$ cat src/rtl/lcb_mem_arbiter_pkg.sv
// Shared types and defaults for the LCB-side Orbita buffer arbiter.
package lcb_mem_arbiter_pkg;

    localparam int unsigned DefaultNPorts = 2;
    localparam int unsigned DefaultAw     = 10;  // buffer word address width
    localparam int unsigned DefaultDw     = 12;  // Orbita word width
    localparam int unsigned DefaultRdLat  = 2;   // read enable -> valid read data
    localparam int unsigned AbortCntW     = 8;

    typedef enum logic [1:0] {
        StIdle,
        StRd,
        StWait,
        StWr
    } arb_state_e;

    // Saturating increment for the abort counter.
    function automatic logic [AbortCntW-1:0] sat_inc(input logic [AbortCntW-1:0] v);
        return (v == '1) ? v : v + 1'b1;
    endfunction

endpackage

$ cat src/rtl/lcb_mem_arbiter_if.sv
// Requester handshake plus LCB-side buffer port of the Orbita word buffers.
interface lcb_mem_arbiter_if
    import lcb_mem_arbiter_pkg::*;
#(
    parameter int unsigned NPorts = DefaultNPorts,
    parameter int unsigned Aw     = DefaultAw,
    parameter int unsigned Dw     = DefaultDw
);
    // Requester side, port i at [i*W +: W]
    logic [NPorts-1:0]    req;
    logic [NPorts-1:0]    rmw;
    logic [NPorts*Aw-1:0] addr;
    logic [NPorts*Dw-1:0] data;
    logic [NPorts*Dw-1:0] mask;
    logic [NPorts-1:0]    grant;
    logic [NPorts-1:0]    done;

    // Buffer side
    logic [Aw-1:0] rd_addr;
    logic          rd_en;
    logic [Dw-1:0] rd_data;
    logic [Aw-1:0] wr_addr;
    logic [Dw-1:0] wr_data;
    logic          wr_en;

    // Parsers and buffer memory
    modport master (
        output req, rmw, addr, data, mask, rd_data,
        input  grant, done, rd_addr, rd_en, wr_addr, wr_data, wr_en
    );

    // Arbiter
    modport slave (
        input  req, rmw, addr, data, mask, rd_data,
        output grant, done, rd_addr, rd_en, wr_addr, wr_data, wr_en
    );

endinterface

$ cat src/rtl/lcb_mem_arbiter_rr.sv
// Round-robin requester selection; priority starts at the port after the last grantee.
module lcb_mem_arbiter_rr #(
    parameter int unsigned NPorts = 2,
    parameter int unsigned IdxW   = (NPorts > 1) ? $clog2(NPorts) : 1
) (
    input  logic              clk,
    input  logic              reset,
    input  logic [NPorts-1:0] req,
    input  logic              advance,
    output logic [NPorts-1:0] gnt,
    output logic [IdxW-1:0]   gnt_idx,
    output logic              gnt_valid
);

    logic [IdxW-1:0] ptr_q, ptr_d;

    // Scan from the highest-priority port, wrapping, and take the first request.
    always_comb begin
        int unsigned     cand;
        logic [IdxW-1:0] cand_idx;
        cand      = 0;
        cand_idx  = '0;
        gnt       = '0;
        gnt_idx   = '0;
        gnt_valid = 1'b0;
        for (int unsigned i = 0; i < NPorts; i++) begin
            cand = 32'(ptr_q) + i;
            if (cand >= NPorts) cand = cand - NPorts;
            cand_idx = IdxW'(cand);
            if (!gnt_valid && req[cand_idx]) begin
                gnt_valid     = 1'b1;
                gnt_idx       = cand_idx;
                gnt[cand_idx] = 1'b1;
            end
        end
    end

    // Move priority past the port just granted.
    always_comb begin
        ptr_d = ptr_q;
        if (advance) ptr_d = (32'(gnt_idx) == NPorts - 1) ? '0 : gnt_idx + 1'b1;
    end

    // Priority pointer register.
    always_ff @(posedge clk or negedge reset) begin
        if (!reset) ptr_q <= '0;
        else        ptr_q <= ptr_d;
    end

endmodule

$ cat src/rtl/lcb_mem_arbiter.sv
// Serialises LCB parser word updates onto one buffer port, with atomic masked
// read-modify-write and restart of any transaction caught by a bank switch.
module lcb_mem_arbiter
    import lcb_mem_arbiter_pkg::*;
#(
    parameter int unsigned NPorts = DefaultNPorts,
    parameter int unsigned Aw     = DefaultAw,
    parameter int unsigned Dw     = DefaultDw,
    parameter int unsigned RdLat  = DefaultRdLat
) (
    input  logic                 clk,
    input  logic                 reset,
    lcb_mem_arbiter_if.slave     bus,
    input  logic                 switch_i,
    output logic                 bank_o,
    output logic [AbortCntW-1:0] abort_cnt_o
);

    localparam int unsigned IdxW = (NPorts > 1) ? $clog2(NPorts) : 1;
    localparam int unsigned CntW = (RdLat > 1) ? $clog2(RdLat) : 1;

    arb_state_e          state_q, state_d;
    logic                sync1_q, sync2_q;
    logic                bank_q, bank_d;
    logic [AbortCntW-1:0] abort_q, abort_d;
    logic [CntW-1:0]     cnt_q, cnt_d;
    logic [Aw-1:0]       addr_q, addr_d;
    logic [Dw-1:0]       data_q, data_d, mask_q, mask_d;
    logic                rmw_q, rmw_d;
    logic [IdxW-1:0]     idx_q, idx_d;

    logic [NPorts-1:0]   grant_q, grant_d, done_q, done_d;
    logic                rd_en_q, rd_en_d, wr_en_q, wr_en_d;
    logic [Aw-1:0]       rd_addr_q, rd_addr_d, wr_addr_q, wr_addr_d;
    logic [Dw-1:0]       wr_data_q, wr_data_d;

    logic [NPorts-1:0]   arb_gnt;
    logic [IdxW-1:0]     arb_idx;
    logic                arb_valid, advance;
    logic                sw_edge;

    lcb_mem_arbiter_rr #(
        .NPorts (NPorts),
        .IdxW   (IdxW)
    ) u_rr (
        .clk       (clk),
        .reset     (reset),
        .req       (bus.req),
        .advance   (advance),
        .gnt       (arb_gnt),
        .gnt_idx   (arb_idx),
        .gnt_valid (arb_valid)
    );

    assign sw_edge = sync2_q != bank_q;

    // Transaction FSM. Strobes are registered, so each appears one cycle after the
    // state that decides it; read data is merged in WR, RdLat cycles after rd_en.
    always_comb begin
        state_d   = state_q;
        bank_d    = bank_q;
        abort_d   = abort_q;
        cnt_d     = cnt_q;
        addr_d    = addr_q;
        data_d    = data_q;
        mask_d    = mask_q;
        rmw_d     = rmw_q;
        idx_d     = idx_q;
        advance   = 1'b0;
        grant_d   = '0;
        done_d    = '0;
        rd_en_d   = 1'b0;
        rd_addr_d = '0;
        wr_en_d   = 1'b0;
        wr_addr_d = '0;
        wr_data_d = '0;
        unique case (state_q)
            StIdle: begin
                if (sw_edge) begin
                    bank_d = sync2_q;
                end else if (arb_valid) begin
                    addr_d  = bus.addr[arb_idx*Aw +: Aw];
                    data_d  = bus.data[arb_idx*Dw +: Dw];
                    mask_d  = bus.mask[arb_idx*Dw +: Dw];
                    rmw_d   = bus.rmw[arb_idx];
                    idx_d   = arb_idx;
                    advance = 1'b1;
                    grant_d = arb_gnt;
                    state_d = bus.rmw[arb_idx] ? StRd : StWr;
                end
            end
            StRd, StWait, StWr: begin
                if (sw_edge) begin
                    // Restart on the new bank; the latched request is kept.
                    bank_d  = sync2_q;
                    abort_d = sat_inc(abort_q);
                    state_d = rmw_q ? StRd : StWr;
                end else if (state_q == StRd) begin
                    rd_en_d   = 1'b1;
                    rd_addr_d = addr_q;
                    cnt_d     = CntW'(RdLat - 1);
                    state_d   = StWait;
                end else if (state_q == StWait) begin
                    if (cnt_q == '0) state_d = StWr;
                    else             cnt_d   = cnt_q - 1'b1;
                end else begin
                    wr_en_d        = 1'b1;
                    wr_addr_d      = addr_q;
                    wr_data_d      = rmw_q ? ((bus.rd_data & ~mask_q) | (data_q & mask_q))
                                           : data_q;
                    done_d[idx_q]  = 1'b1;
                    state_d        = StIdle;
                end
            end
            default: state_d = StIdle;
        endcase
    end

    // State, latched transaction, bank, abort count and registered outputs.
    always_ff @(posedge clk or negedge reset) begin
        if (!reset) begin
            state_q   <= StIdle;
            sync1_q   <= 1'b0;
            sync2_q   <= 1'b0;
            bank_q    <= 1'b0;
            abort_q   <= '0;
            cnt_q     <= '0;
            addr_q    <= '0;
            data_q    <= '0;
            mask_q    <= '0;
            rmw_q     <= 1'b0;
            idx_q     <= '0;
            grant_q   <= '0;
            done_q    <= '0;
            rd_en_q   <= 1'b0;
            rd_addr_q <= '0;
            wr_en_q   <= 1'b0;
            wr_addr_q <= '0;
            wr_data_q <= '0;
        end else begin
            state_q   <= state_d;
            sync1_q   <= switch_i;
            sync2_q   <= sync1_q;
            bank_q    <= bank_d;
            abort_q   <= abort_d;
            cnt_q     <= cnt_d;
            addr_q    <= addr_d;
            data_q    <= data_d;
            mask_q    <= mask_d;
            rmw_q     <= rmw_d;
            idx_q     <= idx_d;
            grant_q   <= grant_d;
            done_q    <= done_d;
            rd_en_q   <= rd_en_d;
            rd_addr_q <= rd_addr_d;
            wr_en_q   <= wr_en_d;
            wr_addr_q <= wr_addr_d;
            wr_data_q <= wr_data_d;
        end
    end

    assign bus.grant   = grant_q;
    assign bus.done    = done_q;
    assign bus.rd_en   = rd_en_q;
    assign bus.rd_addr = rd_addr_q;
    assign bus.wr_en   = wr_en_q;
    assign bus.wr_addr = wr_addr_q;
    assign bus.wr_data = wr_data_q;
    assign bank_o      = bank_q;
    assign abort_cnt_o = abort_q;

endmodule

$ cat src/flat_wrapper.sv
// flat-port wrapper written by rule: the top's interface ports become plain ports
module lcb_mem_arbiter_flat import lcb_mem_arbiter_pkg::*;
#(
    parameter int unsigned NPorts = DefaultNPorts,
    parameter int unsigned Aw     = DefaultAw,
    parameter int unsigned Dw     = DefaultDw,
    parameter int unsigned RdLat  = DefaultRdLat
)
  (clk, reset, switch_i, bank_o, abort_cnt_o, bus_req, bus_rmw, bus_addr, bus_data, bus_mask, bus_rd_data, bus_grant, bus_done, bus_rd_addr, bus_rd_en, bus_wr_addr, bus_wr_data, bus_wr_en);
  lcb_mem_arbiter_if #(.NPorts(NPorts), .Aw(Aw), .Dw(Dw)) bus_i ();
  input  logic clk;
  input  logic reset;
  input  logic switch_i;
  output logic bank_o;
  output logic [AbortCntW-1:0] abort_cnt_o;
  input wire logic [$bits(bus_i.req)-1:0] bus_req;
  input wire logic [$bits(bus_i.rmw)-1:0] bus_rmw;
  input wire logic [$bits(bus_i.addr)-1:0] bus_addr;
  input wire logic [$bits(bus_i.data)-1:0] bus_data;
  input wire logic [$bits(bus_i.mask)-1:0] bus_mask;
  input wire logic [$bits(bus_i.rd_data)-1:0] bus_rd_data;
  output wire logic [$bits(bus_i.grant)-1:0] bus_grant;
  output wire logic [$bits(bus_i.done)-1:0] bus_done;
  output wire logic [$bits(bus_i.rd_addr)-1:0] bus_rd_addr;
  output wire logic [$bits(bus_i.rd_en)-1:0] bus_rd_en;
  output wire logic [$bits(bus_i.wr_addr)-1:0] bus_wr_addr;
  output wire logic [$bits(bus_i.wr_data)-1:0] bus_wr_data;
  output wire logic [$bits(bus_i.wr_en)-1:0] bus_wr_en;
  assign bus_i.req = bus_req;
  assign bus_i.rmw = bus_rmw;
  assign bus_i.addr = bus_addr;
  assign bus_i.data = bus_data;
  assign bus_i.mask = bus_mask;
  assign bus_i.rd_data = bus_rd_data;
  assign bus_grant = bus_i.grant;
  assign bus_done = bus_i.done;
  assign bus_rd_addr = bus_i.rd_addr;
  assign bus_rd_en = bus_i.rd_en;
  assign bus_wr_addr = bus_i.wr_addr;
  assign bus_wr_data = bus_i.wr_data;
  assign bus_wr_en = bus_i.wr_en;
  lcb_mem_arbiter #(.NPorts(NPorts), .Aw(Aw), .Dw(Dw), .RdLat(RdLat)) u_core (.clk(clk), .reset(reset), .bus(bus_i), .switch_i(switch_i), .bank_o(bank_o), .abort_cnt_o(abort_cnt_o));
endmodule
$ cat config.mk
export PLATFORM = sky130hd
export DESIGN_NAME = lcb_mem_arbiter_flat
export DESIGN_NICKNAME = d
export VERILOG_FILES = /design/src/rtl/lcb_mem_arbiter_pkg.sv /design/src/rtl/lcb_mem_arbiter_if.sv /design/src/rtl/lcb_mem_arbiter_rr.sv /design/src/rtl/lcb_mem_arbiter.sv /design/src/flat_wrapper.sv
export SDC_FILE = /design/constraint.sdc
export NUM_CORES = 1
export LEC_CHECK = 0
export ABC_AREA = 0
export CAP_MARGIN = 5
export CORE_ASPECT_RATIO = 1.75
export CORE_MARGIN = 2
export CORE_UTILIZATION = 46
export CTS_BUF_LIST = sky130_fd_sc_hd__clkbuf_4 sky130_fd_sc_hd__clkbuf_8
export CTS_CLUSTER_DIAMETER = 60
export DETAILED_ROUTE_END_ITERATION = 10
export GPL_TIMING_DRIVEN = 1
export PLACE_DENSITY = 0.84
export SYNTH_ARGS = -nofsm -noshare
export SYNTH_HDL_FRONTEND = slang
export SYNTH_SLANG_ARGS = --single-unit
$ cat constraint.sdc
create_clock -name clk -period 2.38 [get_ports clk]
set_clock_uncertainty 0.2 [all_clocks]
set_input_delay 0.714 -clock clk [delete_from_list [all_inputs] [get_ports clk]]
set_output_delay 0.714 -clock clk [all_outputs]
set_load 0.005 [all_outputs]
=== Yosys cells after proc, flatten, opt, wreduce, memory -nomap -nowiden ===
Cells that the tools add are included.

* Bits in registers: 89
* Input port bits: 87
* Output and inout port bits: 47
* Logic and storage cells: 132

* $add $sub $neg: 6
* $mul: 2
* $lt $le $gt $ge: 9
* Equal/unequal tests: 9
* Shift-type cells: 3
* Multiplexer cells: 64
* Bitwise logic cells: 7
* Reduce and logical (&&, ||, !) cells: 13

{| class="wikitable"
|+ Operators by type and width
! kind !! number
|-
| $mux 10 || 7
|-
| $mux 12 || 5
|-
| $shiftx 24x6->12 || 2
|-
| $mux 2 || 17
|-
| $mux 1 || 31
|-
| $and 12x12->12 || 2
|-
| $shiftx 20x6->10 || 1
|-
| $not 12->12 || 1
|-
| $or 12x12->12 || 1
|-
| $reduce_and 3->1 || 4
|-
| $add 8x1->8 const B || 1
|-
| $eq 8x8->1 const B || 1
|-
| $lt 1x2->1 const B || 4
|-
| $ne 5x5->1 const B || 1
|-
| $eq 2x2->1 const B || 2
|-
| $logic_and 1x1->1 || 4
|-
| $mul 1x3->4 const B || 1
|-
| $ne 2x1->1 const B || 2
|-
| $pmux 2 s2 || 1
|-
| $reduce_or 4->1 || 1
|-
| $demux 1 s1 || 3
|-
| $ge 1x1->1 const B || 3
|-
| $mul 1x2->3 const B || 1
|-
| $reduce_or 3->1 || 1
|-
| other kinds (13) || 16
|}

=== Depth between registers and ports, before layout ===
Gate-level depths: netlist (run 1).

* Depth in word-level cells: 14
* Gate-level depth with buffers: 7

=== Modules after synthesis ===
From an unflattened synthesis (run 1), not the netlist that was laid out.

* Cell total of the unflattened synthesis: 332
* Area total of the unflattened synthesis: 3852.4 µm²

{| class="wikitable"
|+ By module, submodules not included
! module !! instances !! cells an instance !! area each (µm²) !! sequential area each (µm²)
|-
| lcb_mem_arbiter || 1 || 324 || 3762.4 || 2202.1
|-
| lcb_mem_arbiter_rr || 1 || 8 || 90.1 || 25.0
|}

=== Worst setup path before layout (run 1) ===
OpenSTA, ideal clock, no wires.

* Path kind: register -> register
* Start point: register u_core.state_q[0]
* End point: register u_core.wr_data_q[10], in the netlist u_core.bus.wr_data[10]
* Arrival: 1.675 ns
* Setup slack: 0.433 ns
* Cell stages (with the launch flop): 8
* Buffers on the path: 2
* Clock period less this slack: 1.947 ns
* Cells stage by stage: dfrtp_1 inv_1 ha_1 clkbuf_1 nand2b_2 or3_1 buf_2 nor2_1

* Longest elaborated chain between the ends: 5

{| class="wikitable"
|+ RTL lines
! item !! line !! RTL
|-
| start, declared || lcb_mem_arbiter.sv:22 || <nowiki>arb_state_e state_q, state_d;</nowiki>
|-
| start signal, assigned || lcb_mem_arbiter.sv:122 || <nowiki>state_q <= StIdle;</nowiki>
|-
| start signal, assigned || lcb_mem_arbiter.sv:141 || <nowiki>state_q <= state_d;</nowiki>
|-
| $eq 2x2->1 || lcb_mem_arbiter.sv:77, lcb_mem_arbiter.sv:103 ||
|-
| $mux 12 || lcb_mem_arbiter.sv:103 || <nowiki>end else if (state_q == StWait) begin</nowiki>
|-
| $mux 12 || lcb_mem_arbiter.sv:98 || <nowiki>end else if (state_q == StRd) begin</nowiki>
|-
| $mux 12 || lcb_mem_arbiter.sv:93 || <nowiki>if (sw_edge) begin</nowiki>
|-
| $mux 12 (*) || lcb_mem_arbiter.sv:77 || <nowiki>unique case (state_q)</nowiki>
|-
| named net u_core.wr_data_d[10] || lcb_mem_arbiter.sv:35 || <nowiki>logic [Dw-1:0] wr_data_q, wr_data_d;</nowiki>
|-
| end signal, assigned || lcb_mem_arbiter.sv:158 || <nowiki>wr_data_q <= wr_data_d;</nowiki>
|-
| end, declared || lcb_mem_arbiter.sv:35 ||
|}

Mark *: on every way through the listed nets, which the timed path passes. The rest lies on a longest branch.
A chain may end at the register's enable or synchronous reset.

=== Worst setup path in the final report (run 1) ===
* Start point: register u_core.abort_q[4], in the netlist u_core.abort_cnt_o[4]
* End point: output port abort_cnt_o[4]

{| class="wikitable"
|+ RTL lines
! item !! line !! RTL
|-
| start, declared || lcb_mem_arbiter.sv:25 || <nowiki>logic [AbortCntW-1:0] abort_q, abort_d;</nowiki>
|-
| start signal, assigned || lcb_mem_arbiter.sv:145 || <nowiki>abort_q <= abort_d;</nowiki>
|-
| end, declared || flat_wrapper.sv:15 || <nowiki>output logic [AbortCntW-1:0] abort_cnt_o;</nowiki>
|}

No word-level cell between the ends.

==> results of run 1 <==
## cell families (layout without fill, tap and decap cells)
logic type / after synthesis / in the layout / share of synthesized area [%]
multiplexers: 20 / 20 / 5.59
AND/OR/NAND/NOR: 82 / 82 / 12.3
adder cells (fa/ha/maj): 6 / 6 / 2.03
XOR/XNOR: 3 / 3 / 0.915
AO/OA/AOI/OAI: 49 / 49 / 11.9
buffers and inverters: 58 / 196 / 6.98
flip-flops: 89 / 89 / 60.3
## sequential cells by signal, summed over array words and instances, names as in the netlist, 8 cells and up
| signal | cells |
|---|---|
| u_core.addr_q | 10 |
| u_core.data_q | 12 |
| u_core.mask_q | 12 |
| u_core.bus.wr_data | 12 |
| u_core.bus.rd_addr | 10 |
| u_core.bus.wr_addr | 10 |
| u_core.abort_cnt_o | 8 |
## per-stage QoR
stage / power, µW / cell area [µm²]
2_1_floorplan: 3320 / 3690
3_3_place_gp: 4140 / 5120
3_5_place_dp: 4250 / 5120
4_1_cts: 5350 / 5330
5_1_grt: 5650 / 5330
6_report: 5310 / 5330
## cells in the final DEF, fill, tap and decap left out, drive strengths merged, types with 9 or more instances in the layout
master         synthesis  routed
clkdlybuf4s50          0     132
dfrtp                 89      89
and2                  11      11
and3                  12      12
nand2                  9       9
nor2                  18      18
a222oi                34      34
nand2b                14      14
clkbuf                 6      11
mux2i                 15      15
inv                   40      42
## final timing paths
kind                                    endpoint  slack [ns]  depth (start not counted)
setup reg to reg           u_core.bus.wr_data[1]        0.25                          4
hold reg to reg                   u_core.sync2_q        0.15                          0
max in group asynchronous  u_core.bus.wr_addr[2]        1.45                          2
hold / removal                    u_core.sync2_q        0.15                          0
min in group asynchronous       u_core.data_q[4]        0.19                          2
setup / recovery                  abort_cnt_o[4]        0.07                          1
## area by class of cell
cell class / count / area, µm²
clock buffers: 11 / 151
fillers: 597 / 2520
repair buffers: 140 / 1420
flip-flops and latches: 89 / 2230
well taps: 90 / 113
multi-input cells: 160 / 1210
clock inverters: 5 / 61.3
inverters: 40 / 150
## routing by layer
layer  up-vias  wire length (µm)  GRT usage (%)
met2       148              5270           39.8
met3        17               666           4.60
met4         0               306           11.3
met1      1476              3360           25.8
met5         -                 0              0
li1       1355                 -              -
## report_power, final
group	switching, µW	internal (µW)	total (µW)
Combinational	815	1040	1860
Clock	532	550	1080
Sequential	359	2010	2370
Total	1710	3600	5310
## Yosys cell counts, types with 2 or more instances
| master | count | area, µm² |
|---|---|---|
| a21oi_1 | 3 | 15.0 |
| a222oi_1 | 34 | 340 |
| and2_1 | 11 | 68.8 |
| and3_1 | 12 | 75.1 |
| buf_2 | 8 | 40.0 |
| buf_6 | 4 | 45.0 |
| clkbuf_1 | 6 | 22.5 |
| dfrtp_1 | 89 | 2230 |
| ha_1 | 6 | 75.1 |
| inv_1 | 40 | 150 |
| mux2_2 | 5 | 56.3 |
| mux2i_1 | 15 | 150 |
| nand2_1 | 9 | 33.8 |
| nand2b_1 | 13 | 81.3 |
| nand3_1 | 4 | 20.0 |
| nand4_1 | 2 | 12.5 |
| nor2_1 | 18 | 67.6 |
| nor3_1 | 3 | 15.0 |
| nor4_1 | 2 | 12.5 |
| o21a_1 | 4 | 30.0 |
| o21ai_0 | 4 | 20.0 |
| o31ai_1 | 2 | 15.0 |
| xor2_1 | 2 | 17.5 |
==> flow_summary.yaml, run 1 <==
pwr:
  irDropWorstVdd_v: 0.000517
  powerDensity_nw_per_um2: 996
  power_leakage_uw: 0.00264
clock_network:
  clkTransAtPathRegs_ns: 0.08
  postCtsSetupBuffers: 0
  clock_latency_ns: 0.36
  cts_tree: "done"
  post_cts_resize_count: 0
  cts_buffer_depth: 2
  cts_sinks: 89
  h-tree-depth: 3
  cts_root_buffer: "clkbuf_8"
  numCtsBuffers: 9
  cts_hold_buffers: 0
synth:
  synth_nets: 400
  yosysUniqueCellTypes: 34
  avgSynthCellArea_um2: 12.0
  synth-seq-area-share_pct: 60.3
  synthesis.area_um2: 3690
  synth_ff_type: "dfrtp_1"
  synthCells: 307
  synth_warnings: 0
  synthArstFlopShare_pct: 100
  synth_seq_cells: 89
  synth_edf_count: 0
run:
  cap_violations: 0
timing:
  rsz0062_at_grt: "no"
  hold_ws_ns: 0.154
  final_max_slew_viol_count: 0
  finalHoldViolations: 0
  setup_violations: 0
  fin_crit_ns: 2.31
  finalSetupTns_ns: 0
  setup_slack_ns: 0.0707
  period_share_pct: 97.0
  fmax_ghz: 0.433
  tightest_slew_ns: 0.732
  maxSlewHeadroom_pct: 51.0
finish:
  drive_above_1_share_pct: 7.64
  syn_to_final_growth_pct: 44.3
  nets: 533
  final_cells: 535
  final_util_pct: 67.9
  insertedDiodeCount: 0
floorplanning:
  die_y_um: 123
  die-area_um2: 8790
  ios: 134
  fp.dieW_um: 71.7
  start_util_pct: 47.0
  num_rows: 43
  core_um2: 7860
setup_path:
  reg2reg_from: "u_core.bank_o"
  worst_path_dominant_cell_family: "buffers and inverters"
  end_kind: "output pin"
  cp_data_required_time_ns: 1.47
  crit_chain: "clkdlybuf4s50_1"
  cp-start-kind: "flop"
  cp_slowest_stage_delay_ns: 0.55
  arrival_ns: 1.40
  worst_path_max_delay_cell: "clkdlybuf4s50_1"
  startpoint: "u_core.abort_cnt_o[4]"
  path_buf_inv: 1
  critical_path_class: "reg -> out"
  crit_fanout: 8
place:
  dp_worst_setup_slack_ns: -0.168
  dp_hpwl_mm: 6.79
  dp.cells: 519
  io_buffers: 133
  place_congestion: 0.811
routing:
  wl_mm: 9.60
  drtPass1Iterations: 9
  wl_per_cell_um: 17.9
  num_vias: 2996
  drtIter0Drc: 479
  vias_per_cell: 5.60
  ant_nets: 0
  drc_errors: 0
worst_hold_path:
  min_path_type: "reg -> reg"
  min_from: "u_core.sync1_q"
status:
  outcome: "complete, no violations"
global_route:
  antenna_found_initial: 0
  grtUsageTotal_pct: 22.7
  grt_pass1_wl_mm: 15.0
  grt_overflow_total: 0
  grt_max_degree: 90
  grt_pass1_vias: 3046
No activity file was read; power rests on OpenSTA's default activity.
==> run 2, diff against run 1 <==
Settings changed: CORE_UTILIZATION 46 to 39, PLACE_DENSITY 0.84 to 0.73, RECOVER_POWER set to 100.
Clock period 2.38 ns to 2.95 ns, I/O delays scaled along.
==> run 2 against run 1 <==
  * Global-route usage decreased by 3.7 points
  * Register-to-register slack improved by 0.23 ns
  * Sequential power decreased by 20%
  * Clock power decreased by 11%
  * Combinational power decreased by 26%
  * Critical path depth increased by 4
  * Worst hold slack improved by 0.0035 ns
  * Routed wire length decreased by 1.5%
  * Critical path type is now in -> reg
  * Highest routed layer unchanged
==> flow_summary.yaml, run 2 (synthesis results as in run 1) <==
routing:
  drt-met1-wl_mm: 3.35
  drc_errors: 0
  drtPass1Iterations: 6
  vias_per_cell: 5.18
  ant_nets: 0
  num_vias: 2919
  wl_per_cell_um: 16.8
  drtIter0Drc: 302
  routed.top_layer: "met4"
  wl_mm: 9.46
  route.met3.wl_um: 519
  wl_met2_mm: 5.31
clock_network:
  cts_sinks: 89
  cts_root_buffer: "clkbuf_8"
  cts_buffer_depth: 2
  cts_tree: "done"
  postCtsSetupBuffers: 0
  clock_latency_ns: 0.37
  clkTransAtPathRegs_ns: 0.09
  cts_hold_buffers: 0
  numCtsBuffers: 9
  h-tree-depth: 3
  post_cts_resize_count: 0
setup_path:
  critical_path_class: "in -> reg"
  reg2reg_from: "u_core.state_q[0]"
  ff2ff_path_depth: 5
  end_kind: "flop"
  ff2ff_setup_slack_ns: 0.48
  crit_fanout: 36
  cp-start-kind: "input port"
  cp_slowest_stage_delay_ns: 0.73
  r2r_end: "u_core.bus.wr_addr[5]"
  cp_data_required_time_ns: 3.06
  crit_chain: "dlygate4sd3_1 > nand2_1 > and4_2 > a222oi_1 > inv_1"
  worst_path_max_delay_cell: "and4_2"
  arrival_ns: 2.65
place:
  place_area_um2: 5110
  dp_worst_setup_slack_ns: 0.235
  dp_hpwl_mm: 6.78
  io_buffers: 133
  place_congestion: 0.792
timing:
  tightest_slew_ns: 1.02
  fin_crit_ns: 2.54
  maxSlewHeadroom_pct: 31.3
  final_max_slew_viol_count: 0
  finalHoldViolations: 0
  finalSetupTns_ns: 0
  setup_slack_ns: 0.408
  fmax_ghz: 0.393
  setup_violations: 0
  period_share_pct: 86.2
  rsz0062_at_grt: "no"
run:
  cap_violations: 0
floorplanning:
  die-area_um2: 10300
  fp.dieW_um: 77.6
  num_rows: 47
  ios: 134
  start_util_pct: 39.5
  core_um2: 9350
  die_y_um: 133
worst_hold_path:
  min_path_type: "reg -> reg"
  min_to: "u_core.sync2_q"
  min_from: "u_core.sync1_q"
  hold_depth: 0
finish:
  final_util_pct: 56.9
  syn_to_final_growth_pct: 44.0
  nets: 530
  layout_commonest_cell: "dfrtp_1"
  finish.instance_area_um2: 5320
  fillCellCount: 818
  layout_common_cells: "89 x dfrtp_1, 83 x clkdlybuf4s50_1, 49 x dlygate4sd3_1, 40 x inv_1, 34 x a222oi_1"
  insertedDiodeCount: 0
  drive_above_1_share_pct: 6.56
pwr:
  powerDensity_nw_per_um2: 797
  power_leakage_uw: 0.00273
  irDropWorstVdd_v: 0.000472
  report.power.total_uw: 4240
status:
  outcome: "complete, no violations"
global_route:
  grt_max_degree: 42
  grtUsageTotal_pct: 19.0
  antenna_found_initial: 0
  grt_pass1_wl_mm: 14.8
  grt_pass1_vias: 2969
  grt_overflow_total: 0
run 2: cell count changes in the layout (fill, tap and decap cells not counted), sizes merged, moves of 2 or more:
| cell | before | now |
|---|---|---|
| clkdlybuf4s50 | 132 | 83 |
| buf | 8 | 3 |
| clkinv | 2 | 0 |
| dlygate4sd3 | 0 | 49 |
run 2: critical path: cells and delay by family:
kind	cells	cell delay (ns)
AOI/OAI and AO/OA	1	0.25
buffers and inverters	2	0.67
and+or+nand+nor	2	0.81
run 2: how the worst max path moves through the flow:
stage                                startpoint           endpoint  slack, ns  depth (start not counted)
final                                bus_req[1]   u_core.addr_q[0]       0.41                          5
after detailed placement             bus_req[0]   u_core.addr_q[0]       0.24                          6
after floorplan                      bus_req[0]   u_core.addr_q[0]       0.88                          6
after global placement               bus_req[0]   u_core.data_q[7]       0.29                          6
after global routing                 bus_req[1]  u_core.mask_q[11]       0.34                          5
after CTS                 u_core.abort_cnt_o[4]     abort_cnt_o[4]       0.45                          1
run 2: layout make-up:
cell class	count	area, µm²	share of cell area, %
Sequential cell	89	2230	41.9
Multi-Input combinational cell	160	1200	22.6
Timing Repair Buffer	137	1350	25.5
Clock inverter	6	96.3	1.81
Tap cell	122	153	2.87
Inverter	40	150	2.82
Clock buffer	10	138	2.59
run 2: power by group:
part	total, µW	switching, µW	internal (µW)
clock network	964	453	512
logic	1370	631	738
registers	1900	279	1620
total	4240	1360	2870
run 2: routing by layer:
layer / track usage [%] / vias up
li1: - / 1350
met1: 20.2 / 1423
met2: 34.6 / 123
met3: 3.82 / 23
met4: 10.1 / 0
met5: 0 / -
run 2: per-stage QoR:
step | hold WS [ns] | std cells
after floorplan | 0.131 | 307
after global placement | 0.138 | 548
after detailed placement | 0.140 | 548
after CTS | 0.161 | 564
after global routing | 0.176 | 564
final | 0.158 | 564
